### src/rtl/pmem_loader.sv
// ============================================================================
// Module      : pmem_loader
// Description : Boot-time program-memory writer for the LWRISC8 core.
//               Parses a framed byte stream
//                   SYNC, CNT_L, CNT_H, N x {HI, LO}, CSUM
//               packs each HI/LO pair into a 12-bit instruction word, and
//               writes the words to program memory from address 0 upward.
//               The core is held in clear until a whole frame has been
//               written and its checksum verified.
// Ports       : clk          - sole clock, rising edge
//               rst_n        - asynchronous active-low reset
//               i_in_data    - incoming byte
//               i_in_valid   - i_in_data valid this cycle
//               o_in_ready   - loader accepts a byte this cycle
//               o_pmem_we    - program-memory write strobe (one cycle/word)
//               o_pmem_addr  - program-memory write address
//               o_pmem_wdata - 12-bit instruction word
//               o_core_clr   - holds the core in clear while high
//               o_done       - load completed successfully (sticky)
//               o_err        - last frame failed (sticky until next SYNC)
//               o_err_code   - 1 checksum, 2 format, 3 timeout, 0 none
// Revision    : 1.0 - initial release
// ============================================================================
`default_nettype none

module pmem_loader #(
    parameter int          AW      = 11,
    parameter logic [7:0]  SYNC    = 8'hA5,
    parameter logic [15:0] TIMEOUT = 16'd50000
) (
    input  logic          clk,
    input  logic          rst_n,
    input  logic [7:0]    i_in_data,
    input  logic          i_in_valid,
    output logic          o_in_ready,
    output logic          o_pmem_we,
    output logic [AW-1:0] o_pmem_addr,
    output logic [11:0]   o_pmem_wdata,
    output logic          o_core_clr,
    output logic          o_done,
    output logic          o_err,
    output logic [1:0]    o_err_code
);

    localparam logic [1:0]  c_ERR_NONE = 2'd0;
    localparam logic [1:0]  c_ERR_CSUM = 2'd1;
    localparam logic [1:0]  c_ERR_FMT  = 2'd2;
    localparam logic [1:0]  c_ERR_TMO  = 2'd3;
    // Largest legal word count: the whole 2^AW-word memory.
    localparam logic [16:0] c_NMAX     = 17'd1 << AW;

    typedef enum logic [2:0] {
        ST_HUNT  = 3'd0,
        ST_CNT_L = 3'd1,
        ST_CNT_H = 3'd2,
        ST_DAT_H = 3'd3,
        ST_DAT_L = 3'd4,
        ST_WR    = 3'd5,
        ST_CSUM  = 3'd6,
        ST_DONE  = 3'd7
    } state_t;

    state_t          r_state;
    logic [7:0]      r_cnt_l;
    logic [7:0]      r_sum;
    logic [3:0]      r_nib;
    logic [AW-1:0]   r_idx;
    logic [AW-1:0]   r_last;
    logic [15:0]     r_idle;
    logic            r_in_ready;
    logic            r_pmem_we;
    logic [AW-1:0]   r_pmem_addr;
    logic [11:0]     r_pmem_wdata;
    logic            r_core_clr;
    logic            r_done;
    logic            r_err;
    logic [1:0]      r_err_code;

    logic            w_accept;
    logic [15:0]     w_n;
    logic [15:0]     w_n_m1;
    logic            w_n_bad;
    logic [7:0]      w_sum_next;
    logic            w_timed;
    logic            w_timeout;

    assign w_accept   = i_in_valid & r_in_ready;
    assign w_n        = {i_in_data, r_cnt_l};
    assign w_n_m1     = w_n - 16'd1;
    assign w_n_bad    = (w_n == 16'd0) || ({1'b0, w_n} > c_NMAX);
    assign w_sum_next = r_sum + i_in_data;

    // States that wait on the byte stream and are therefore subject to the
    // idle timeout. WR is excluded: it never waits for input.
    assign w_timed = (r_state == ST_CNT_L) || (r_state == ST_CNT_H) ||
                     (r_state == ST_DAT_H) || (r_state == ST_DAT_L) ||
                     (r_state == ST_CSUM);

    // Fires on the edge where the idle count would reach TIMEOUT, so the
    // error flags are visible exactly TIMEOUT cycles after the last byte.
    assign w_timeout = (TIMEOUT != 16'd0) && w_timed && !w_accept &&
                       (r_idle == TIMEOUT - 16'd1);

    always_ff @(posedge clk or negedge rst_n) begin
        if (!rst_n) begin
            r_state      <= ST_HUNT;
            r_cnt_l      <= 8'd0;
            r_sum        <= 8'd0;
            r_nib        <= 4'd0;
            r_idx        <= '0;
            r_last       <= '0;
            r_idle       <= 16'd0;
            r_in_ready   <= 1'b1;
            r_pmem_we    <= 1'b0;
            r_pmem_addr  <= '0;
            r_pmem_wdata <= 12'd0;
            r_core_clr   <= 1'b1;
            r_done       <= 1'b0;
            r_err        <= 1'b0;
            r_err_code   <= c_ERR_NONE;
        end else begin
            r_pmem_we  <= 1'b0;
            r_in_ready <= 1'b1;

            if (w_accept) begin
                r_idle <= 16'd0;
            end else if (w_timed) begin
                r_idle <= r_idle + 16'd1;
            end

            if (w_timeout) begin
                r_err      <= 1'b1;
                r_err_code <= c_ERR_TMO;
                r_idle     <= 16'd0;
                r_state    <= ST_HUNT;
            end else begin
                case (r_state)
                    ST_HUNT: begin
                        if (w_accept && (i_in_data == SYNC)) begin
                            r_err      <= 1'b0;
                            r_err_code <= c_ERR_NONE;
                            r_sum      <= 8'd0;
                            r_idx      <= '0;
                            r_state    <= ST_CNT_L;
                        end
                    end
                    ST_CNT_L: begin
                        if (w_accept) begin
                            r_cnt_l <= i_in_data;
                            r_sum   <= w_sum_next;
                            r_state <= ST_CNT_H;
                        end
                    end
                    ST_CNT_H: begin
                        if (w_accept) begin
                            r_sum <= w_sum_next;
                            if (w_n_bad) begin
                                r_err      <= 1'b1;
                                r_err_code <= c_ERR_FMT;
                                r_state    <= ST_HUNT;
                            end else begin
                                // N-1 fits in AW bits once N <= 2^AW.
                                r_last  <= w_n_m1[AW-1:0];
                                r_state <= ST_DAT_H;
                            end
                        end
                    end
                    ST_DAT_H: begin
                        if (w_accept) begin
                            if (i_in_data[7:4] != 4'd0) begin
                                r_err      <= 1'b1;
                                r_err_code <= c_ERR_FMT;
                                r_state    <= ST_HUNT;
                            end else begin
                                r_nib   <= i_in_data[3:0];
                                r_sum   <= w_sum_next;
                                r_state <= ST_DAT_L;
                            end
                        end
                    end
                    ST_DAT_L: begin
                        if (w_accept) begin
                            r_sum        <= w_sum_next;
                            r_pmem_we    <= 1'b1;
                            r_pmem_addr  <= r_idx;
                            r_pmem_wdata <= {r_nib, i_in_data};
                            // Registered ready: low for exactly the WR cycle.
                            r_in_ready   <= 1'b0;
                            r_state      <= ST_WR;
                        end
                    end
                    ST_WR: begin
                        r_idx  <= r_idx + 1'b1;
                        r_idle <= 16'd0;
                        if (r_idx == r_last) begin
                            r_state <= ST_CSUM;
                        end else begin
                            r_state <= ST_DAT_H;
                        end
                    end
                    ST_CSUM: begin
                        if (w_accept) begin
                            if (w_sum_next == 8'd0) begin
                                r_done     <= 1'b1;
                                r_core_clr <= 1'b0;
                                r_state    <= ST_DONE;
                            end else begin
                                r_err      <= 1'b1;
                                r_err_code <= c_ERR_CSUM;
                                r_state    <= ST_HUNT;
                            end
                        end
                    end
                    ST_DONE: begin
                        // Terminal until reset; bytes are accepted and dropped.
                    end
                    default: begin
                        r_state <= ST_HUNT;
                    end
                endcase
            end
        end
    end

    assign o_in_ready   = r_in_ready;
    assign o_pmem_we    = r_pmem_we;
    assign o_pmem_addr  = r_pmem_addr;
    assign o_pmem_wdata = r_pmem_wdata;
    assign o_core_clr   = r_core_clr;
    assign o_done       = r_done;
    assign o_err        = r_err;
    assign o_err_code   = r_err_code;

endmodule

`default_nettype wire

### config.mk
export PLATFORM = sky130hd
export DESIGN_NAME = pmem_loader
export DESIGN_NICKNAME = d
export VERILOG_FILES = /design/src/rtl/pmem_loader.sv
export SDC_FILE = /design/constraint.sdc
export NUM_CORES = 1
export LEC_CHECK = 0
export ABC_AREA = 1
export CAP_MARGIN = 20
export CELL_PAD_IN_SITES_DETAIL_PLACEMENT = 2
export CELL_PAD_IN_SITES_GLOBAL_PLACEMENT = 2
export CORE_ASPECT_RATIO = 0.7
export CORE_MARGIN = 5
export CORE_UTILIZATION = 30
export CTS_CLUSTER_SIZE = 8
export DETAILED_ROUTE_END_ITERATION = 10
export GPL_TIMING_DRIVEN = 0
export PLACE_DENSITY = 0.74
export SLEW_MARGIN = 20
export SYNTH_ARGS = -nofsm -noshare
export SYNTH_HDL_FRONTEND = slang
export SYNTH_SLANG_ARGS = --single-unit
### constraint.sdc
create_clock -name clk -period 2 [get_ports clk]
set_clock_uncertainty 0.05 [all_clocks]
set_input_delay 0.3 -clock clk [delete_from_list [all_inputs] [get_ports clk]]
set_output_delay 0.3 -clock clk [all_outputs]
set_load 0.01 [all_outputs]
==> Word-level counts from Yosys, hierarchy flattened <==
Index checks and enable logic that the tools add are counted.
W data, S select, Z words.
{ "totals": {"reg_bits": 91, "output_inout_bits": 30} }
{ "classes": {"magnitude_cmp": 1, "addsub": 4, "n_reduce_logical": 28, "n_bitwise": 4, "muxes": 47, "eq_ne": 22} }
{ "ops": {"columns": ["cell", "n"], "rows": [
  ["$mux W16", 4],
  ["$mux W8", 4],
  ["$mux W3", 10],
  ["$ne A3 B3 Y1 const B", 8],
  ["$pmux W8 S3", 1],
  ["$pmux W11 S2", 1],
  ["$pmux W3 S7", 1],
  ["$mux W2", 9],
  ["$add A16 B1 Y16 const B", 1],
  ["$eq A16 B16 Y1 const B", 1],
  ["$gt A16 B12 Y1 const B", 1],
  ["$logic_not A16 Y1", 1],
  ["$mux W1", 14],
  ["$reduce_and A4 Y1", 3],
  ["$add A11 B1 Y11 const B", 1],
  ["$eq A11 B11 Y1", 1],
  ["$mux W11", 1],
  ["$sub A11 B1 Y11 const B", 1],
  ["$eq A3 B3 Y1 const B", 3],
  ["$reduce_and A3 Y1", 3],
  ["$add A8 B8 Y8", 1],
  ["$eq A8 B8 Y1 const B", 1],
  ["$logic_not A8 Y1", 1],
  ["$pmux W2 S4", 1],
  ["other kinds (21)", 33]
]} }

==> Depth between registers and ports, before layout <==
Gate-level depths: netlist (run 1).
{ "logic_depth": {"word_depth": 9, "depth_mapped": 15} }

==> Worst setup path after synthesis (run 1) <==
No wires, ideal clock.
{ "synth_path": {"path_type": "register to register", "startpoint": "register r_sum[0]", "endpoint": "register r_err (netlist: o_err)", "stages_incl_launch_ff": 15, "period_less_slack_ns": 2.002, "setup_slack_ns": -0.002, "setup_time_ns": 0.117, "path_buffers": 0, "t_required_ns": 1.833, "t_arrival_ns": 1.835, "cell_sequence": "dfrtp_1 -> ha_1 -> fa_1 -> nand2_1 -> nand3_1 -> nand3_1 -> nand3_1 -> nand2_1 -> nor2_1 -> nand2_1 -> nand2_1 -> nand2_1 -> nand2_2 -> nand2_1 -> nand2_1"} }
{ "synth_between": {"elab_chain_cells": 4} }
{ "synth_rtl": {"columns": ["element", "line", "source"], "rows": [
  ["from (decl)", "65", "logic [7:0] r_sum;"],
  ["from (signal assigned)", "150", "r_sum <= w_sum_next;"],
  ["from (signal assigned)", "156", "r_sum <= w_sum_next;"],
  ["from (signal assigned)", "176", "r_sum <= w_sum_next;"],
  ["$add A8 B8 Y8", "91", "assign w_sum_next = r_sum + i_in_data;"],
  ["$logic_not A8 Y1", "203", "if (w_sum_next == 8'd0) begin"],
  ["$ne A3 B3 Y1 (no source line)", null, null],
  ["$reduce_and A8 Y1 (no source line)", null, null],
  ["to (signal assigned)", "119", "r_err <= 1'b0;"],
  ["to (signal assigned)", "132", "r_err <= 1'b1;"],
  ["to (signal assigned)", "208", "r_err <= 1'b1;"],
  ["to (decl)", "76", "logic r_err;"]
]} }
No other way between the ends.
A chain may end at the register's enable or synchronous reset.

==> Worst setup path after layout (run 1) <==
{ "layout_path": {"startpoint": "register r_sum[0]", "endpoint": "register r_state[1]"} }
{ "layout_between": {"elab_chain_cells": 6} }
{ "layout_rtl": {"columns": ["element", "line", "source"], "rows": [
  ["$add A8 B8 Y8", "91", null],
  ["$logic_not A8 Y1", "203", null],
  ["$mux W3", "203", null],
  ["$mux W3", "202", "if (w_accept) begin"],
  ["$pmux W3 S7", "137", "case (r_state)"],
  ["$mux W3", "131", "if (w_timeout) begin"],
  ["to (signal assigned)", "135", "r_state <= ST_HUNT;"],
  ["to (signal assigned)", "144", "r_state <= ST_CNT_L;"],
  ["to (signal assigned)", "206", "r_state <= ST_DONE;"],
  ["to (decl)", "63", "state_t r_state;"]
]} }
No other way between the ends. The select of a mux whose other input is x is not followed.

==> key figures, run 1 <==
Logic synthesis
  • Synth Area in Simple Gates: 29.75%
  • Post-Syn Nets: 643
  • Post-synth EDFFs: 0
  • Synth area leader: dfrtp_1
  • Ranking of synthesized cells by area: dfrtp_1, nand2_1, inv_1
  • Synthesized area per cell: 8.067 um2
  • Yosys warns: 0
  • Syn Inst Count: 621
  • Asr flop ratio synth: 100.0%
  • Seq/Total Area, Yosys: 45.50%
  • Share of the synthesized area in the top cell type: 44.46%
  • Adder-Cell Fraction of Synth Area: 2.897%
  • Synth Area in Compound Gates: 10.14%
  • Synth Area in XOR/XNOR: 4.720%
  • Mapped Area: 5010 um2
  • Proportion of synthesized area in mux cells: 0%
  • Post-synth top flop: dfrtp_1
  • Largest family of logic cells by synthesized area: simple AND/OR/NAND/NOR gates
  • Synth Register Bits: 91
  • Yosys cell types: 45

STA
  • Min Tclk post-route: 2.088 ns
  • Unrepaired setup endpoints after global routing: yes
  • Final setup vio count: 8
  • Worst slew margin: 59.33%
  • Worst-Margin Slew: 0.6045 ns
  • Hold Violations, Final: 0
  • Final setup margin: -0.08787 ns
  • Max Clk Rate: 479.0 MHz
  • Final max-slew violation count: 0
  • Final Cycle Share: 104.4%

CTS
  • CTS tree: done
  • CTS HTree Levels: 3
  • Cts bufs inserted: 9
  • Largest buffer count on any clock path: 2
  • Worst-path clk slew: 0.07 ns
  • Clk_lat worst skew: 0.35 ns
  • Clk sinks: 91
  • Root buf cell: clkbuf_16

Pwr
  • Total Power: 7.266 mW
  • Lkg Pwr: 2.943 nW
  • Pwr/cell area: 1150 nW/um2
  • Worst vdd ir: 0.0004191 V

Die
  • Die width: 164.5 um
  • Initial Utilization: 30.65%
  • Site row count: 39
  • Core Box Area: 16,350 um2
  • Area of the die: 19,430 um2
  • Ports: 41
  • Die height: 118.1 um

Detailed routing
  • Top sig layer: met4
  • Routed wl met2: 7.560 mm
  • Total number of vias: 4,465
  • DR pass1 iterations: 4
  • Met3 Routed Length: 381 um
  • DR vias/cell: 4.885
  • Metal1 wirelength: 8.325 mm
  • Drt total wl: 16.39 mm
  • DRC viols: 0
  • Final ANT Viol Nets: 0
  • WL/cell: 17.93 um
  • Number of DRC markers after the initial detailed-route iteration: 134

Setup path
  • Worst Setup Path Type: register to register
  • Reg2Reg Setup Slack: -0.09 ns
  • CP required: 2.22 ns
  • CP max FO: 3
  • CP arrival: 2.31 ns
  • Reg2Reg Depth: 14
  • Worst R2R Start: r_sum[0]
  • Worst Setup End Kind: register
  • RR Endpoint: r_state[1]
  • CP Launch Type: register

Global route
  • First-pass GRT wire length: 27.03 mm
  • Initial antenna violation count: 0
  • Vias in the first global route: 5,079
  • Largest net degree at the start of global routing: 61
  • Total gr overflow: 0
  • Total GRT Usage: 17.45%

Placed design
  • Hpwl dp: 12.39 mm
  • Gpl congestion: 0.8180
  • Placed Instances: 887
  • IO Port Bufs: 40
  • Worst slack at placement: -0.9570 ns

Outcome
  • Failing checks: negative setup slack
  • Status: finished, violations left

Cells and area
  • Non-filler cells in the finished layout: 914
  • ANT cells: 0
  • Area Overhead vs Synth: 26.10%
  • Most frequent cells in the layout: nand2_1, dfrtp_1, inv_1
  • Layout cells sized above 1: 16.26%
  • Commonest non-fill, non-tap cell in the layout: nand2_1
  • Layout Nets: 706

Job
  • Max-Cap Viols: 0

Worst hold path
  • Min-delay worst type: primary input to async pin
-- worst max-delay path: stages (launching register included) --
cell	delay (ns)
dfrtp_1	0.41
ha_4	0.18
fa_2	0.37
nand2_2	0.09
nand3_2	0.07
nand3_2	0.08
nand2_2	0.06
nand2_2	0.10
nand2_4	0.07
nor2_4	0.12
nand2_4	0.08
buf_6	0.13
nand3_2	0.05
nand3_2	0.05
o21ai_1	0.09
-- synthesized netlist by cell type (3+ instances only) --
master,instances
nand4_1,11
o21ai_1,19
a21oi_1,17
xor2_1,15
nor2_1,41
clkbuf_1,4
ha_1,10
inv_1,64
o22ai_1,5
nand2_1,166
buf_6,3
nand2_2,5
o31ai_1,3
buf_2,3
xnor2_1,12
nor2_2,6
dfrtp_1,89
nand3_1,42
inv_2,6
nor3_1,18
nand2_4,5
nor4_1,7
o21ai_0,43
-- flip-flops by register name, indices dropped and copies added (netlist names) --
signal / cells
r_last: 11
o_done: 1
o_core_clr: 1
r_cnt_l: 8
r_nib: 4
o_err_code: 2
r_state: 3
o_pmem_we: 1
r_sum: 8
o_in_ready: 1
r_idle: 16
r_idx: 11
o_err: 1
o_pmem_wdata: 12
o_pmem_addr: 11
-- final cells by class --
cell class	instances	area (um2)
clock inverter	3	22.52
timing repair buffer	52	520.5
buffer	11	75.07
clock buffer	13	260.3
sequential	91	2281
tap	225	281.5
inverter	73	279.0
fill	1871	10030
multi-input combinational	446	2597
-- where the power goes --
group	total [mW]	switching, mW	leakage [nW]	internal (mW)
sequential	2.64	0.385	1.18	2.25
combinational	2.96	1.80	1.62	1.17
clock	1.66	0.748	0.140	0.915
total	7.27	2.93	2.94	4.34
-- stage by stage --
stage	setup TNS (ns)	hold slack (ns)	util, %	instance area, um2
after CTS	-0.7284	0.3630	37.85	6187
after floorplan	0	-0.04559	-	5012
after global placement	-295.88	0.4043	34.83	5694
after global routing	-2.470	0.3905	38.65	6317
final	-0.4731	0.3551	38.65	6317
after detailed placement	-27.49	0.1658	35.01	5723
-- logic make-up (layout without fill, tap and decap cells) --
kind of cell / after synthesis / count (layout)
compound gates: 94 / 94
xor+xnor: 27 / 27
fa+ha+maj: 11 / 11
buf+inv: 84 / 152
flops: 91 / 91
simple gates: 314 / 314
-- layer usage --
layer	up-vias	GRT usage (%)
met5	-	0
met4	0	3.117
met3	8	3.570
met2	46	28.31
met1	2248	24.42
li1	2163	-
-- repair_timing --
action	in CTS	in global routing
pin swaps	8	11
resized for setup	31	30
endpoints found under the hold margin	30	0
endpoints found under the setup margin	48	61
setup buffers	6	4
hold buffers	1	0
-- how the worst max path moves through the flow --
stage | depth (start not counted) | start | end
2_1_floorplan | 13 | r_sum[0] | o_err
3_3_place_gp | 1 | rst_n | r_idle[8]
3_5_place_dp | 16 | i_in_data[0] | o_err_code[1]
4_1_cts | 12 | r_sum[0] | o_err
5_1_grt | 15 | r_sum[0] | o_err
6_report | 14 | r_sum[0] | r_state[1]
Power figures use the tool's default switching activity.
==> inputs of run 2 (changes only) <==
--- a/config.mk
+++ b/config.mk
@@ -16,6 +16,7 @@
 export DETAILED_ROUTE_END_ITERATION = 10
 export GPL_TIMING_DRIVEN = 0
 export PLACE_DENSITY = 0.74
+export RECOVER_POWER = 25
 export SLEW_MARGIN = 20
 export SYNTH_ARGS = -nofsm -noshare
 export SYNTH_HDL_FRONTEND = slang
==> key figures, run 2 (synthesis results as in run 1) <==
Setup path
  • Crit-path cells: ha_4 > fa_2 > nand2_2 > nand3_2 > nand3_2 > nand2_2 > nand2_2 > nand2_4 > nor2_4 > nand2_4 > buf_6 > nand3_2 > nand3_2 > o21ai_1
  • CP Launch Type: register
  • Worst R2R Start: r_sum[0]
  • Worst Setup Path Type: register to register
  • Crit-path slowest cell: dfrtp_1
  • Reg2Reg Setup Slack: -0.09 ns (about the same)
  • Most common cell on crit path: nand3_2
  • Reg2Reg Depth: 14 (unchanged)
  • RR Endpoint: r_state[1]
  • Worst Setup End Kind: register
  • CP max FO: 3 (unchanged)
  • Max stage delay on crit path: 0.41 ns (about the same)
  • CP arrival: 2.31 ns (about the same)
  • CP required: 2.22 ns (about the same)

Worst hold path
  • Worst hold path stage count: 2
  • Min-delay src: o_core_clr
  • Hold EP: o_core_clr
  • Min-delay worst type: register to register

Detailed routing
  • Number of DRC markers after the initial detailed-route iteration: 141 (+5.2%)
  • Final ANT Viol Nets: 0 (unchanged)
  • WL/cell: 17.94 um (about the same)
  • Drt total wl: 16.39 mm (about the same)
  • Total number of vias: 4,489 (+0.54%)
  • DR vias/cell: 4.911 (+0.54%)
  • DRC viols: 0 (unchanged)
  • DR pass1 iterations: 4 (unchanged)

Placed design
  • IO Port Bufs: 40 (unchanged)
  • Hpwl dp: 12.39 mm (unchanged)
  • Gpl congestion: 0.8180 (unchanged)

Cells and area
  • Largest register FFs: 16 (unchanged)
  • Most frequent cells in the layout: nand2_1, dfrtp_1, inv_1
  • Layout cells sized above 1: 16.26% (unchanged)
  • ANT cells: 0 (unchanged)
  • Area Overhead vs Synth: 25.65%
  • Layout Nets: 706 (unchanged)
  • Commonest non-fill, non-tap cell in the layout: nand2_1
  • Fillcell total: 1,874 (+0.16%)
  • Reg area: 2281 um2 (unchanged)
  • Multi-input logic area: 2597 um2 (unchanged)
  • Biggest register: r_idle

STA
  • Final Cycle Share: 104.4% (about the same)
  • Min Tclk post-route: 2.088 ns (+0.0005722 ns)
  • Worst slew margin: 41.49% (-18 points)
  • Worst-Margin Slew: 0.8776 ns (+0.2731 ns)
  • Final setup margin: -0.08844 ns (-0.0005722 ns)
  • Unrepaired setup endpoints after global routing: yes
  • Hold Violations, Final: 0 (unchanged)
  • Final setup vio count: 8 (unchanged)
  • Final max-slew violation count: 0 (unchanged)
  • Max Clk Rate: 478.8 MHz (about the same)
  • Setup TNS: -0.4802 ns (-0.007079 ns)

Global route
  • Vias in the first global route: 5,079 (unchanged)
  • Initial antenna violation count: 0 (unchanged)
  • Largest net degree at the start of global routing: 61 (unchanged)
  • First-pass GRT wire length: 27.03 mm (unchanged)
  • Total GRT Usage: 17.45% (unchanged)
  • Total gr overflow: 0 (unchanged)

Pwr
  • Worst vdd ir: 0.0004180 V (-0.28%)
  • Combinational share of power: 40.8% (about the same)
  • Total Power: 7.261 mW (about the same)
  • Sw Ratio: 40.35% (about the same)
  • Clock share of power: 22.9% (about the same)
  • Lkg Pwr: 2.935 nW (-0.29%)
  • Power Internal: 4.331 mW (-0.12%)
  • Sequential power share: 36.3% (about the same)
  • Switch Pwr: 2.930 mW (about the same)
  • Pwr/cell area: 1154 nW/um2 (+0.29%)

CTS
  • CTS HTree Levels: 3 (unchanged)
  • Largest buffer count on any clock path: 2 (unchanged)
  • Cts bufs inserted: 9 (unchanged)
  • Root buf cell: clkbuf_16
  • CTS tree: done
  • Worst-path clk slew: 0.07 ns (about the same)
  • Clk sinks: 91 (unchanged)
  • Clk_lat worst skew: 0.35 ns (about the same)

Die
  • Core Box Area: 16,350 um2 (unchanged)
  • Ports: 41 (unchanged)
  • Site row count: 39 (unchanged)
  • Die height: 118.1 um (unchanged)
  • Die width: 164.5 um (unchanged)
  • Initial Utilization: 30.65% (unchanged)
  • Area of the die: 19,430 um2 (unchanged)

Job
  • Max-Cap Viols: 0 (unchanged)

Outcome
  • Failing checks: negative setup slack
  • Status: finished, violations left
[run 2: repair_timing]
action,CTS,global route
endpoints found under the setup margin,48,61
setup buffers,6,4
hold endpoints to repair,30,0
pin swaps,8,11
gates resized for setup,31,30
hold buffers,1,0
[run 2: worst max-delay path, delay by kind of cell, from the launching register on]
family / cells / cell delay [ns]
simple gates: 10 / 0.77
buf+inv: 1 / 0.13
compound gates: 1 / 0.09
flops: 1 / 0.41
fa+ha+maj: 2 / 0.55
[run 2: final cells by class]
type	instances	area share (%)
plain buffers	11	1.193
flip-flops and latches	91	36.24
clock inverters	3	0.3578
clock buffers	13	4.134
well taps	225	4.472
inverters	73	4.433
repair buffers	52	7.911
multi-input cells	446	41.26
[run 2: worst max path at each step]
stage | start | to
after floorplan | r_sum[0] | o_err
after global placement | rst_n | r_idle[8]
after detailed placement | i_in_data[0] | o_err_code[1]
after CTS | r_sum[0] | o_err
after global routing | r_sum[0] | o_err
final | r_sum[0] | r_state[1]
[run 2: routing by layer]
| layer | GRT usage, % | routed length (um) | vias up |
|---|---|---|---|
| met5 | 0 | 0 | - |
| met4 | 3.117 | 119 | 0 |
| met3 | 3.570 | 400 | 8 |
| met2 | 28.31 | 7582 | 48 |
| met1 | 24.42 | 8292 | 2269 |
| li1 | - | - | 2164 |
[run 2: power groups by stage]
| stage | Sequential (mW) | Combinational, mW | Clock (mW) |
|---|---|---|---|
| CTS | 2.63 | 2.88 | 1.71 |
| global route | 2.69 | 3.30 | 1.79 |
| finish | 2.64 | 2.96 | 1.66 |
| floorplan | 2.60 | 1.74 | 0 |
| detailed placement | 2.65 | 2.71 | 0 |
| global placement | 2.62 | 2.55 | 0 |
[run 2: through the flow]
| stage | instances | util, % | hold slack, ns | cell area [um2] | setup slack, ns |
|---|---|---|---|---|---|
| floorplan | 621 | - | -0.04559 | 5012 | 0.05005 |
| global placement | 886 | 34.83 | 0.4043 | 5694 | -3.037 |
| detailed placement | 887 | 35.01 | 0.1658 | 5723 | -0.9570 |
| CTS | 910 | 37.85 | 0.3630 | 6187 | -0.1183 |
| global route | 914 | 38.51 | 0.4233 | 6295 | -0.2084 |
| finish | 914 | 38.51 | 0.4069 | 6295 | -0.08844 |
==> inputs of run 3 (changes only) <==
--- a/config.mk
+++ b/config.mk
@@ -5,7 +5,6 @@
 export SDC_FILE = /design/constraint.sdc
 export NUM_CORES = 1
 export LEC_CHECK = 0
-export ABC_AREA = 1
 export CAP_MARGIN = 20
 export CELL_PAD_IN_SITES_DETAIL_PLACEMENT = 2
 export CELL_PAD_IN_SITES_GLOBAL_PLACEMENT = 2
@@ -15,7 +14,7 @@
 export CTS_CLUSTER_SIZE = 8
 export DETAILED_ROUTE_END_ITERATION = 10
 export GPL_TIMING_DRIVEN = 0
-export PLACE_DENSITY = 0.74
+export PLACE_DENSITY = 0.71
 export RECOVER_POWER = 25
 export SLEW_MARGIN = 20
 export SYNTH_ARGS = -nofsm -noshare
==> key figures, run 3 <==
Worst hold path
  • Min-delay worst type: primary input to register

Global route
  • Largest net degree at the start of global routing: 74 (+21%)
  • Total GRT Usage: 16.79% (-0.66 points)
  • First-pass GRT wire length: 25.16 mm (-6.9%)
  • Vias in the first global route: 4,620 (-9.0%)
  • Total gr overflow: 0 (unchanged)
  • Initial antenna violation count: 0 (unchanged)

Die
  • Ports: 41 (unchanged)
  • Die height: 116.0 um (-1.8%)
  • Core Box Area: 15,640 um2 (-4.3%)
  • Die width: 161.4 um (-1.8%)
  • Site row count: 38 (-2.6%)
  • Area of the die: 18,730 um2 (-3.6%)
  • Initial Utilization: 30.79% (+0.14 points)

Setup path
  • Worst Setup End Kind: register
  • Worst Setup Path Type: register to register
  • Max stage delay on crit path: 0.38 ns (-0.03 ns)
  • Reg2Reg Setup Slack: -0.31 ns (-0.22 ns)
  • CP required: 2.18 ns (-0.04 ns)
  • Crit path buffers/inverters: 1 (unchanged)
  • CP Launch Type: register
  • Crit-path slowest cell: dfrtp_1
  • Cell family with most CP delay: compound AO/OA/AOI/OAI gates
  • Crit-path cells: ha_2 > fa_2 > a211oi_4 > nor2_1 > xor2_1 > nor3_2 > buf_4 > a41oi_4 > o32a_1
  • CP max FO: 3 (unchanged)
  • CP arrival: 2.49 ns (+0.18 ns)

Pwr
  • Sequential power share: 48.7% (+12 points)
  • Worst vdd ir: 0.0003474 V (-17%)
  • Combinational share of power: 13.1% (-28 points)
  • Clock share of power: 38.2% (+15 points)
  • Lkg Pwr: 2.758 nW (-6.0%)
  • Total Power: 4.195 mW (-42%)
  • Pwr/cell area: 661.0 nW/um2 (-43%)
  • Sw Ratio: 28.10% (-12 points)
  • Switch Pwr: 1.179 mW (-60%)
  • Power Internal: 3.017 mW (-30%)

Cells and area
  • Reg area: 2282 um2 (about the same)
  • Fillcell total: 1,655 (-12%)
  • Final instance area: 6347 um2 (+0.83%)
  • Largest register FFs: 16 (unchanged)
  • Commonest non-fill, non-tap cell in the layout: nand2_1
  • Layout Nets: 615 (-13%)
  • Area Overhead vs Synth: 31.80%
  • Non-filler cells in the finished layout: 798 (-13%)
  • Layout cells sized above 1: 23.24% (+7.0 points)
  • Most frequent cells in the layout: nand2_1, dfrtp_1, nor2_1
  • ANT cells: 0 (unchanged)
  • Final Util: 40.58% (+2.1 points)
  • Biggest register: r_idle
  • Multi-input logic area: 2739 um2 (+5.4%)

Placed design
  • IO Port Bufs: 40 (unchanged)
  • Placed Instances: 758 (-15%)
  • Worst slack at placement: -1.026 ns (-0.06920 ns)
  • Hpwl dp: 10.62 mm (-14%)
  • Post-DP Area: 5557 um2 (-2.9%)
  • Gpl congestion: 0.8331 (+1.8%)

Logic synthesis
  • Post-Syn Nets: 539 (-16%)
  • Mapped Area: 4816 um2 (-3.9%)
  • Post-synth EDFFs: 0 (unchanged)
  • Most common library cells after synthesis: nand2_1, dfrtp_1, nor2_1, o21ai_0, xnor2_1
  • Synth area leader: dfrtp_1
  • Seq/Total Area, Yosys: 47.34% (+1.8 points)
  • Ranking of synthesized cells by area: dfrtp_1, nand2_1, xnor2_1
  • Synth Register Bits: 91 (unchanged)
  • Syn Inst Count: 517 (-17%)
  • Yosys cell types: 64 (+42%)
  • Yosys warns: 0 (unchanged)
  • Share of the synthesized area in the top cell type: 46.25% (+1.8 points)
  • Post-synth top flop: dfrtp_1
  • Synthesized area per cell: 9.315 um2 (+15%)
  • Asr flop ratio synth: 100.0% (unchanged)
  • Top-count cell post-synth: nand2_1

CTS
  • CTS HTree Levels: 3 (unchanged)
  • Clk sinks: 91 (unchanged)
  • CTS tree: done
  • Largest buffer count on any clock path: 2 (unchanged)
  • Clk_lat worst skew: 0.35 ns (about the same)
  • Cts bufs inserted: 9 (unchanged)
  • Root buf cell: clkbuf_16
  • Worst-path clk slew: 0.07 ns (about the same)

STA
  • Worst-Margin Slew: 1.196 ns (+0.3186 ns)
  • Max Clk Rate: 433.6 MHz (-9.4%)
  • Min Tclk post-route: 2.306 ns (+0.2178 ns)
  • Hold Violations, Final: 0 (unchanged)
  • Final max-slew violation count: 0 (unchanged)
  • Final setup margin: -0.3063 ns (-0.2178 ns)
  • Final Cycle Share: 115.3% (+11 points)
  • Worst Hold Slack: 0.2980 ns (-0.1089 ns)
  • Worst slew margin: 20.26% (-21 points)
  • Final setup vio count: 14 (+6)
  • Unrepaired setup endpoints after global routing: yes
  • Setup TNS: -2.618 ns (-2.138 ns)

Detailed routing
  • Final ANT Viol Nets: 0 (unchanged)
  • DRC viols: 0 (unchanged)
  • Total number of vias: 4,088 (-8.9%)
  • WL/cell: 18.80 um (+4.8%)
  • DR vias/cell: 5.123 (+4.3%)
  • Drt total wl: 15.01 mm (-8.5%)
  • DR pass1 iterations: 4 (unchanged)
  • Number of DRC markers after the initial detailed-route iteration: 126 (-11%)

Outcome
  • Status: finished, violations left
  • Failing checks: negative setup slack

Job
  • Max-Cap Viols: 0 (unchanged)
run 3: power by group through the flow:
stage	registers, mW	logic (mW)	clock network, mW
3_3_place_gp	2.07	0.468	0
2_1_floorplan	2.05	0.285	0
3_5_place_dp	2.07	0.499	0
5_1_grt	2.06	0.608	1.74
6_report	2.04	0.551	1.60
4_1_cts	2.04	0.542	1.67
run 3: metal layers:
metal | wire, um | track usage (%) | up-vias
met1 | 7215 | 22.87 | 2092
li1 | - | - | 1936
met5 | 0 | 0 | -
met3 | 479 | 3.768 | 9
met4 | 112 | 3.295 | 0
met2 | 7197 | 27.86 | 51
run 3: path summary, 6_finish.rpt:
path | startpoint | endpoint | cells after the start
setup / recovery | r_sum[0] | o_err_code[0] | 9
setup reg to reg | r_sum[0] | o_err_code[0] | 9
max in group asynchronous | rst_n | o_in_ready | 3
hold reg to reg | o_core_clr | o_core_clr | 1
hold / removal | i_in_data[7] | o_pmem_wdata[7] | 3
min in group asynchronous | rst_n | o_pmem_wdata[7] | 2
run 3: kinds of logic after synthesis:
family,count (synthesis),synth area share [%]
AND/OR/NAND/NOR,244,24.73
AO/OA/AOI/OAI,83,10.89
adder cells (fa/ha/maj),12,3.222
buffers and inverters,33,3.118
flip-flops,91,47.34
multiplexers,14,3.429
XOR/XNOR,40,7.274
run 3: final cells by class:
class / count / area share, %
Buffer: 21 / 2.247
Clock buffer: 10 / 3.607
Clock inverter: 6 / 0.6702
Inverter: 11 / 0.6505
Multi-Input combinational cell: 393 / 43.15
Sequential cell: 91 / 35.96
Tap cell: 200 / 3.942
Timing Repair Buffer: 66 / 9.777
run 3: timing repair:
| action | in CTS | in global routing |
|---|---|---|
| gates resized for setup | 67 | 35 |
| pin swaps | 14 | 15 |
| hold buffers | 1 | 0 |
| hold endpoints to repair | 18 | 0 |
| buffers inserted | 16 | 8 |
| setup endpoints to repair | 89 | 73 |
run 3: tightest hold or removal path, delay by kind of cell:
family	cells	cell delay (ns)
buffers and inverters	1	0.22
and+or+nand+nor	2	0.15
